<file path="config.mk">
export PLATFORM = sky130hd
export DESIGN_NAME = sva_check_sequencer_flat
export DESIGN_NICKNAME = d
export VERILOG_FILES = /design/src/rtl/sva_check_sequencer_if.sv /design/src/rtl/sva_check_sequencer.sv /design/src/flat_wrapper.sv
export SDC_FILE = /design/constraint.sdc
export NUM_CORES = 1
export LEC_CHECK = 0
export CAP_MARGIN = 20
export CORE_UTILIZATION = 51
export DETAILED_ROUTE_END_ITERATION = 7
export GPL_TIMING_DRIVEN = 0
export PLACE_DENSITY = 0.76
export SLEW_MARGIN = 10
export SYNTH_ARGS = -nofsm -noshare
export SYNTH_HDL_FRONTEND = slang
export SYNTH_SLANG_ARGS = --single-unit
</file>
<file path="constraint.sdc">
create_clock -name clk -period 2.1 [get_ports clk]
set_clock_uncertainty 0.15 [all_clocks]
set_input_delay 0.315 -clock clk [delete_from_list [all_inputs] [get_ports clk]]
set_output_delay 0.315 -clock clk [all_outputs]
set_load 0.02 [all_outputs]
</file>
<file path="src/rtl/sva_check_sequencer_if.sv">
// Load/run/result bundle between a bench and the a/b stimulus sequencer.
// The bench side is master (drives table loads, start, checker result); the sequencer is slave.
interface sva_check_sequencer_if #(
    parameter int DEPTH  = 8,
    parameter int HOLD_W = 4,
    parameter int CNT_W  = 8
);
    localparam int AW = $clog2(DEPTH);

    logic              ld_en;
    logic [AW-1:0]     ld_addr;
    logic              ld_a;
    logic              ld_b;
    logic [HOLD_W-1:0] ld_hold;
    logic [AW:0]       num_steps;
    logic              start;
    logic              chk_ok;
    logic              a;
    logic              b;
    logic              busy;
    logic              done;
    logic [CNT_W-1:0]  pass_cnt;
    logic [CNT_W-1:0]  fail_cnt;
    logic              fail_seen;
    logic [AW-1:0]     first_fail_step;

    modport master (
        output ld_en, ld_addr, ld_a, ld_b, ld_hold, num_steps, start, chk_ok,
        input  a, b, busy, done, pass_cnt, fail_cnt, fail_seen, first_fail_step
    );

    modport slave (
        input  ld_en, ld_addr, ld_a, ld_b, ld_hold, num_steps, start, chk_ok,
        output a, b, busy, done, pass_cnt, fail_cnt, fail_seen, first_fail_step
    );
endinterface

</file>
<file path="src/rtl/sva_check_sequencer.sv">
// Replays a table of (a, b, hold) steps onto the checked signals and scores the checker's result.
// a/b registered, first step driven on the edge that accepts start; done one cycle after last RUN cycle.
module sva_check_sequencer #(
    parameter int DEPTH  = 8,
    parameter int HOLD_W = 4,
    parameter int CNT_W  = 8
) (
    input  logic                  clk,
    input  logic                  rst,
    sva_check_sequencer_if.slave  sif
);
    localparam int AW = $clog2(DEPTH);

    localparam logic [1:0] S_IDLE = 2'd0;
    localparam logic [1:0] S_RUN  = 2'd1;
    localparam logic [1:0] S_DONE = 2'd2;

    localparam logic [AW:0]      DEPTH_V = (AW+1)'(DEPTH);
    localparam logic [CNT_W-1:0] CNT_MAX = '1;

    typedef struct packed {
        logic              a;
        logic              b;
        logic [HOLD_W-1:0] hold;
    } step_t;

    logic [1:0]        state;
    step_t             tbl [DEPTH];
    logic [AW-1:0]     step_idx;
    logic [HOLD_W-1:0] hold_cnt;
    logic [AW:0]       steps_lat;
    logic              a_q;
    logic              b_q;
    logic [CNT_W-1:0]  pass_q;
    logic [CNT_W-1:0]  fail_q;
    logic              seen_q;
    logic [AW-1:0]     ffs_q;

    step_t         ld_ent;
    step_t         first_ent;
    step_t         next_ent;
    logic [AW:0]   steps_clamped;
    logic [AW-1:0] next_idx;
    logic          last_step;
    logic          ld_wr;

    assign ld_ent = {sif.ld_a, sif.ld_b, sif.ld_hold};
    assign ld_wr  = (state == S_IDLE) && sif.ld_en;

    // A write to entry 0 on the start cycle must reach the first step, so forward it.
    assign first_ent     = (ld_wr && (sif.ld_addr == '0)) ? ld_ent : tbl[0];
    assign steps_clamped = (sif.num_steps > DEPTH_V) ? DEPTH_V : sif.num_steps;
    assign next_idx      = step_idx + AW'(1);
    assign next_ent      = tbl[next_idx];
    assign last_step     = ({1'b0, step_idx} == (steps_lat - (AW+1)'(1)));

    always_ff @(posedge clk) begin
        if (rst) begin
            for (int i = 0; i < DEPTH; i++) begin
                tbl[i] <= '0;
            end
        end else if (ld_wr) begin
            tbl[sif.ld_addr] <= ld_ent;
        end
    end

    always_ff @(posedge clk) begin
        if (rst) begin
            state     <= S_IDLE;
            step_idx  <= '0;
            hold_cnt  <= '0;
            steps_lat <= '0;
            a_q       <= 1'b0;
            b_q       <= 1'b0;
            pass_q    <= '0;
            fail_q    <= '0;
            seen_q    <= 1'b0;
            ffs_q     <= '0;
        end else begin
            case (state)
                S_IDLE: begin
                    a_q <= 1'b0;
                    b_q <= 1'b0;
                    if (sif.start) begin
                        pass_q    <= '0;
                        fail_q    <= '0;
                        seen_q    <= 1'b0;
                        ffs_q     <= '0;
                        steps_lat <= steps_clamped;
                        step_idx  <= '0;
                        if (steps_clamped == '0) begin
                            state <= S_DONE;
                        end else begin
                            state    <= S_RUN;
                            a_q      <= first_ent.a;
                            b_q      <= first_ent.b;
                            hold_cnt <= first_ent.hold;
                        end
                    end
                end

                S_RUN: begin
                    if (sif.chk_ok) begin
                        if (pass_q != CNT_MAX) pass_q <= pass_q + CNT_W'(1);
                    end else begin
                        if (fail_q != CNT_MAX) fail_q <= fail_q + CNT_W'(1);
                        if (!seen_q) begin
                            seen_q <= 1'b1;
                            ffs_q  <= step_idx;
                        end
                    end

                    if (hold_cnt != '0) begin
                        hold_cnt <= hold_cnt - HOLD_W'(1);
                    end else if (last_step) begin
                        state <= S_DONE;
                        a_q   <= 1'b0;
                        b_q   <= 1'b0;
                    end else begin
                        step_idx <= next_idx;
                        a_q      <= next_ent.a;
                        b_q      <= next_ent.b;
                        hold_cnt <= next_ent.hold;
                    end
                end

                S_DONE: begin
                    state <= S_IDLE;
                end

                default: begin
                    state <= S_IDLE;
                end
            endcase
        end
    end

    assign sif.a               = a_q;
    assign sif.b               = b_q;
    assign sif.busy            = (state == S_RUN);
    assign sif.done            = (state == S_DONE);
    assign sif.pass_cnt        = pass_q;
    assign sif.fail_cnt        = fail_q;
    assign sif.fail_seen       = seen_q;
    assign sif.first_fail_step = ffs_q;
endmodule

</file>
<file path="src/flat_wrapper.sv">
// flat-port wrapper written by rule: the top's interface ports become plain ports
module sva_check_sequencer_flat 
#(
    parameter int DEPTH  = 8,
    parameter int HOLD_W = 4,
    parameter int CNT_W  = 8
)
  (clk, rst, sif_ld_en, sif_ld_addr, sif_ld_a, sif_ld_b, sif_ld_hold, sif_num_steps, sif_start, sif_chk_ok, sif_a, sif_b, sif_busy, sif_done, sif_pass_cnt, sif_fail_cnt, sif_fail_seen, sif_first_fail_step);
  sva_check_sequencer_if #(.DEPTH(DEPTH), .HOLD_W(HOLD_W), .CNT_W(CNT_W)) sif_i ();
  input  logic clk;
  input  logic rst;
  input wire logic [$bits(sif_i.ld_en)-1:0] sif_ld_en;
  input wire logic [$bits(sif_i.ld_addr)-1:0] sif_ld_addr;
  input wire logic [$bits(sif_i.ld_a)-1:0] sif_ld_a;
  input wire logic [$bits(sif_i.ld_b)-1:0] sif_ld_b;
  input wire logic [$bits(sif_i.ld_hold)-1:0] sif_ld_hold;
  input wire logic [$bits(sif_i.num_steps)-1:0] sif_num_steps;
  input wire logic [$bits(sif_i.start)-1:0] sif_start;
  input wire logic [$bits(sif_i.chk_ok)-1:0] sif_chk_ok;
  output wire logic [$bits(sif_i.a)-1:0] sif_a;
  output wire logic [$bits(sif_i.b)-1:0] sif_b;
  output wire logic [$bits(sif_i.busy)-1:0] sif_busy;
  output wire logic [$bits(sif_i.done)-1:0] sif_done;
  output wire logic [$bits(sif_i.pass_cnt)-1:0] sif_pass_cnt;
  output wire logic [$bits(sif_i.fail_cnt)-1:0] sif_fail_cnt;
  output wire logic [$bits(sif_i.fail_seen)-1:0] sif_fail_seen;
  output wire logic [$bits(sif_i.first_fail_step)-1:0] sif_first_fail_step;
  assign sif_i.ld_en = sif_ld_en;
  assign sif_i.ld_addr = sif_ld_addr;
  assign sif_i.ld_a = sif_ld_a;
  assign sif_i.ld_b = sif_ld_b;
  assign sif_i.ld_hold = sif_ld_hold;
  assign sif_i.num_steps = sif_num_steps;
  assign sif_i.start = sif_start;
  assign sif_i.chk_ok = sif_chk_ok;
  assign sif_a = sif_i.a;
  assign sif_b = sif_i.b;
  assign sif_busy = sif_i.busy;
  assign sif_done = sif_i.done;
  assign sif_pass_cnt = sif_i.pass_cnt;
  assign sif_fail_cnt = sif_i.fail_cnt;
  assign sif_fail_seen = sif_i.fail_seen;
  assign sif_first_fail_step = sif_i.first_fail_step;
  sva_check_sequencer #(.DEPTH(DEPTH), .HOLD_W(HOLD_W), .CNT_W(CNT_W)) u_core (.clk(clk), .rst(rst), .sif(sif_i));
endmodule
</file>
==> flow_metrics.env <==
export IMPL_fmax_mhz=450.2
export IMPL_dr_total_vias=3089
export IMPL_rrSetupSlack_ns=-0.12
export IMPL_drt_pass1_iter_count=4
export IMPL_synthDominantCellAreaShare_pct=34.64
export IMPL_cts_made_buffers=9
export IMPL_drc=0
export IMPL_yosysMostFrequentCell="and2_1"
export IMPL_syn_cell_area_um2=4161
export IMPL_dp_cells=524
export IMPL_worstSkewPairLatency_ns=0.36
export IMPL_p_per_area_nw_per_um2=708.6
export IMPL_initial_core_util_pct=53.30
export IMPL_period_minus_slack_ns=2.221
export IMPL_layout_setup_ws_ns=-0.1211
export IMPL_cts_sinks=83
export IMPL_drive_gt1_share_pct=18.64
export IMPL_hold_viol_final=0
export IMPL_hold_path_end="u_core.steps_lat[2]"
export IMPL_synthArstFlopShare_pct=0
export IMPL_min_path_cells=2
export IMPL_fin_util_pct=65.11
export IMPL_wl_per_cell_um=17.22
export IMPL_p_int_mw=2.615
export IMPL_path_class="flip-flop to flip-flop"
export IMPL_drv_cap=0
export IMPL_yosys_top_cells_count="and2_1, edfxtp_1, nor2_1"
export IMPL_place_congestion=0.8495
export IMPL_die_area_um2=8525
export IMPL_die_y_um=92.33
export IMPL_outcome="finished with violations"
export IMPL_dp_hpwl_mm=6.781
export IMPL_final_cells=542
export IMPL_finalSetupViolations=28
export IMPL_synth_edf_count=48
export IMPL_violations="negative setup slack"
export IMPL_rows=32
export IMPL_synth_cell_types=50
export IMPL_slew_headroom_pct=58.66
export IMPL_rsz0062_at_grt="yes"
export IMPL_grt_max_degree=15
export IMPL_cp_arrival_ns=2.28
export IMPL_worst_slew_pin_slew_ns=0.6201
export IMPL_r2r_end="u_core.hold_cnt[2]"
export IMPL_syn_avg_cell_area_um2=10.92
export IMPL_end_kind="flip-flop"
export IMPL_start_kind="flip-flop"
export IMPL_cts_tree="yes"
export IMPL_htree_levels=3
export IMPL_switchingPower_mw=0.9871
export IMPL_yosys_register_bits=83
export IMPL_netlist_top_cells_area="edfxtp_1, dfxtp_1, and2_1"
export IMPL_clockRootBuffer="clkbuf_8"
export IMPL_clock_power_share_pct=32.0
export IMPL_grt_util_all_layers_pct=23.61
export IMPL_finalSetupTns_ns=-1.304
export IMPL_yosys_warnings=0
export IMPL_worstReg2RegStart="u_core.state[1]"
export IMPL_p_comb_share_pct=17.0
export IMPL_swShare_pct=27.41
export IMPL_antenna_found_initial=0
export IMPL_via_per_inst=5.699
export IMPL_synth_flop_cell="edfxtp_1"
export IMPL_cp_required_ns=2.16
export IMPL_core_um2=7807
export IMPL_seqPwrFrac_pct=51.0
export IMPL_max_vdd_ir_drop_mv=0.3819
export IMPL_fin_crit_sh_pct=105.8
export IMPL_grt_overflow=0
export IMPL_ant_nets=0
export IMPL_fin_nets=458
export IMPL_r2r_cells=5
export IMPL_syn_num_nets=404
export IMPL_area_delta_synth_final_pct=22.16
export IMPL_grt_pass1_wl_mm=15.19
export IMPL_pin_count=42
export IMPL_min_delay_path_class="flip-flop to flip-flop"
export IMPL_io_buffers=41
export IMPL_drv_slew=0
export IMPL_synth_seq_area_share_pct=51.47
export IMPL_crit_path_max_fanout=6
export IMPL_min_from="u_core.steps_lat[2]"
export IMPL_p_leak_nw=1.833
export IMPL_path_clk_slew_ns=0.09
export IMPL_totalWireLength_mm=9.335
export IMPL_yosysTopAreaCell="edfxtp_1"
export IMPL_synthCells=381
export IMPL_drt_iter0_drc=123
export IMPL_diodes=0
export IMPL_grt_pass1_vias=3109
export IMPL_clk_path_buf_depth=2
export IMPL_die_width_um=92.33
-- worst max path at each step --
stage	cells past startpoint	slack, ns	from	to
2_1_floorplan	7	-0.08	u_core.state[1]	u_core.hold_cnt[2]
3_3_place_gp	6	-0.57	sif_ld_en	u_core.tbl[1][4]
3_5_place_dp	6	-0.64	sif_ld_en	u_core.tbl[1][5]
4_1_cts	4	-0.12	u_core.state[1]	u_core.tbl[2][3]
5_1_grt	6	-0.14	u_core.state[1]	u_core.hold_cnt[0]
6_report	5	-0.12	u_core.state[1]	u_core.hold_cnt[2]
-- cell type report --
| cell class | instances | area (um^2) |
|---|---|---|
| plain buffers | 14 | 86.33 |
| clock buffers | 10 | 127.6 |
| clock inverters | 6 | 66.31 |
| fillers | 629 | 2724 |
| inverters | 9 | 36.28 |
| multi-input cells | 272 | 2037 |
| flip-flops and latches | 83 | 2148 |
| well taps | 102 | 127.6 |
| repair buffers | 46 | 454.2 |
-- placed cells by master (no fill, tap or decap), types with 4 or more instances in the layout --
master	instances
inv_1	8
ha_1	4
edfxtp_1	48
mux4_2	11
a211oi_1	5
nor2_1	34
nand2_1	25
xnor2_1	8
xor2_1	10
buf_6	4
nand4_1	7
clkbuf_1	7
dfxtp_1	32
mux2i_1	9
clkdlybuf4s50_1	38
o2111ai_1	4
nand3_1	15
nand2b_1	4
nand3b_1	5
or2_2	10
buf_4	4
and2_1	51
clkbuf_8	10
a21oi_1	14
-- routing by layer --
metal,share of wire [%],track usage (%)
met2,50,39.88
met4,3.8,13.15
met3,3.0,3.777
met5,0,0
met1,43,28.78
-- metrics by stage --
step                instance area (um^2)  total power, mW  hold slack (ns)  worst slack [ns]
finish                              5084            3.602           0.3421           -0.1211
global route                        5084            3.747           0.3496           -0.1412
detailed placement                  4700            2.418           0.3222           -0.6408
CTS                                 4971            3.569           0.3382           -0.1242
global placement                    4700            2.400           0.3150           -0.5651
floorplan                           4161            2.229           0.2950          -0.08185
-- state kept, by name, indices dropped and copies added (netlist names) --
register,flops
u_core.steps_lat,4
u_core.sif.fail_cnt,8
u_core.sif.a,1
u_core.state,2
u_core.sif.pass_cnt,8
u_core.hold_cnt,4
u_core.sif.first_fail_step,3
u_core.sif.b,1
u_core.tbl,48
u_core.sif.fail_seen,1
u_core.step_idx,3
-- cell families (layout without fill, tap and decap cells) --
logic type	after synthesis	after routing	synth area share [%]
compound gates	50	50	8.569
xor+xnor	18	18	3.788
fa+ha+maj	5	5	1.503
buf+inv	26	85	2.796
flops	83	83	51.47
mux	24	24	9.290
simple gates	175	175	22.58
-- power by group through the flow --
stage | clock network (mW) | registers, mW | logic (mW)
finish | 1.15 | 1.84 | 0.612
global placement | 0 | 1.86 | 0.537
global route | 1.23 | 1.85 | 0.667
CTS | 1.16 | 1.83 | 0.575
detailed placement | 0 | 1.87 | 0.550
floorplan | 0 | 1.87 | 0.363
-- timing repair --
item	4_1_cts	5_1_grt
pin swaps	2	2
resized for setup	30	28
setup endpoints to repair	77	68
gates cloned	0	0
hold buffers	0	0
setup buffers	3	2
-- critical path, stage by stage, from the launching register on --
cell	delay (ns)
dfxtp_4	0.37
or3b_4	0.43
or4_4	0.50
mux2_4	0.34
a211oi_2	0.21
a221oi_2	0.09
Note: power is estimated with default switching activity, not from simulation.
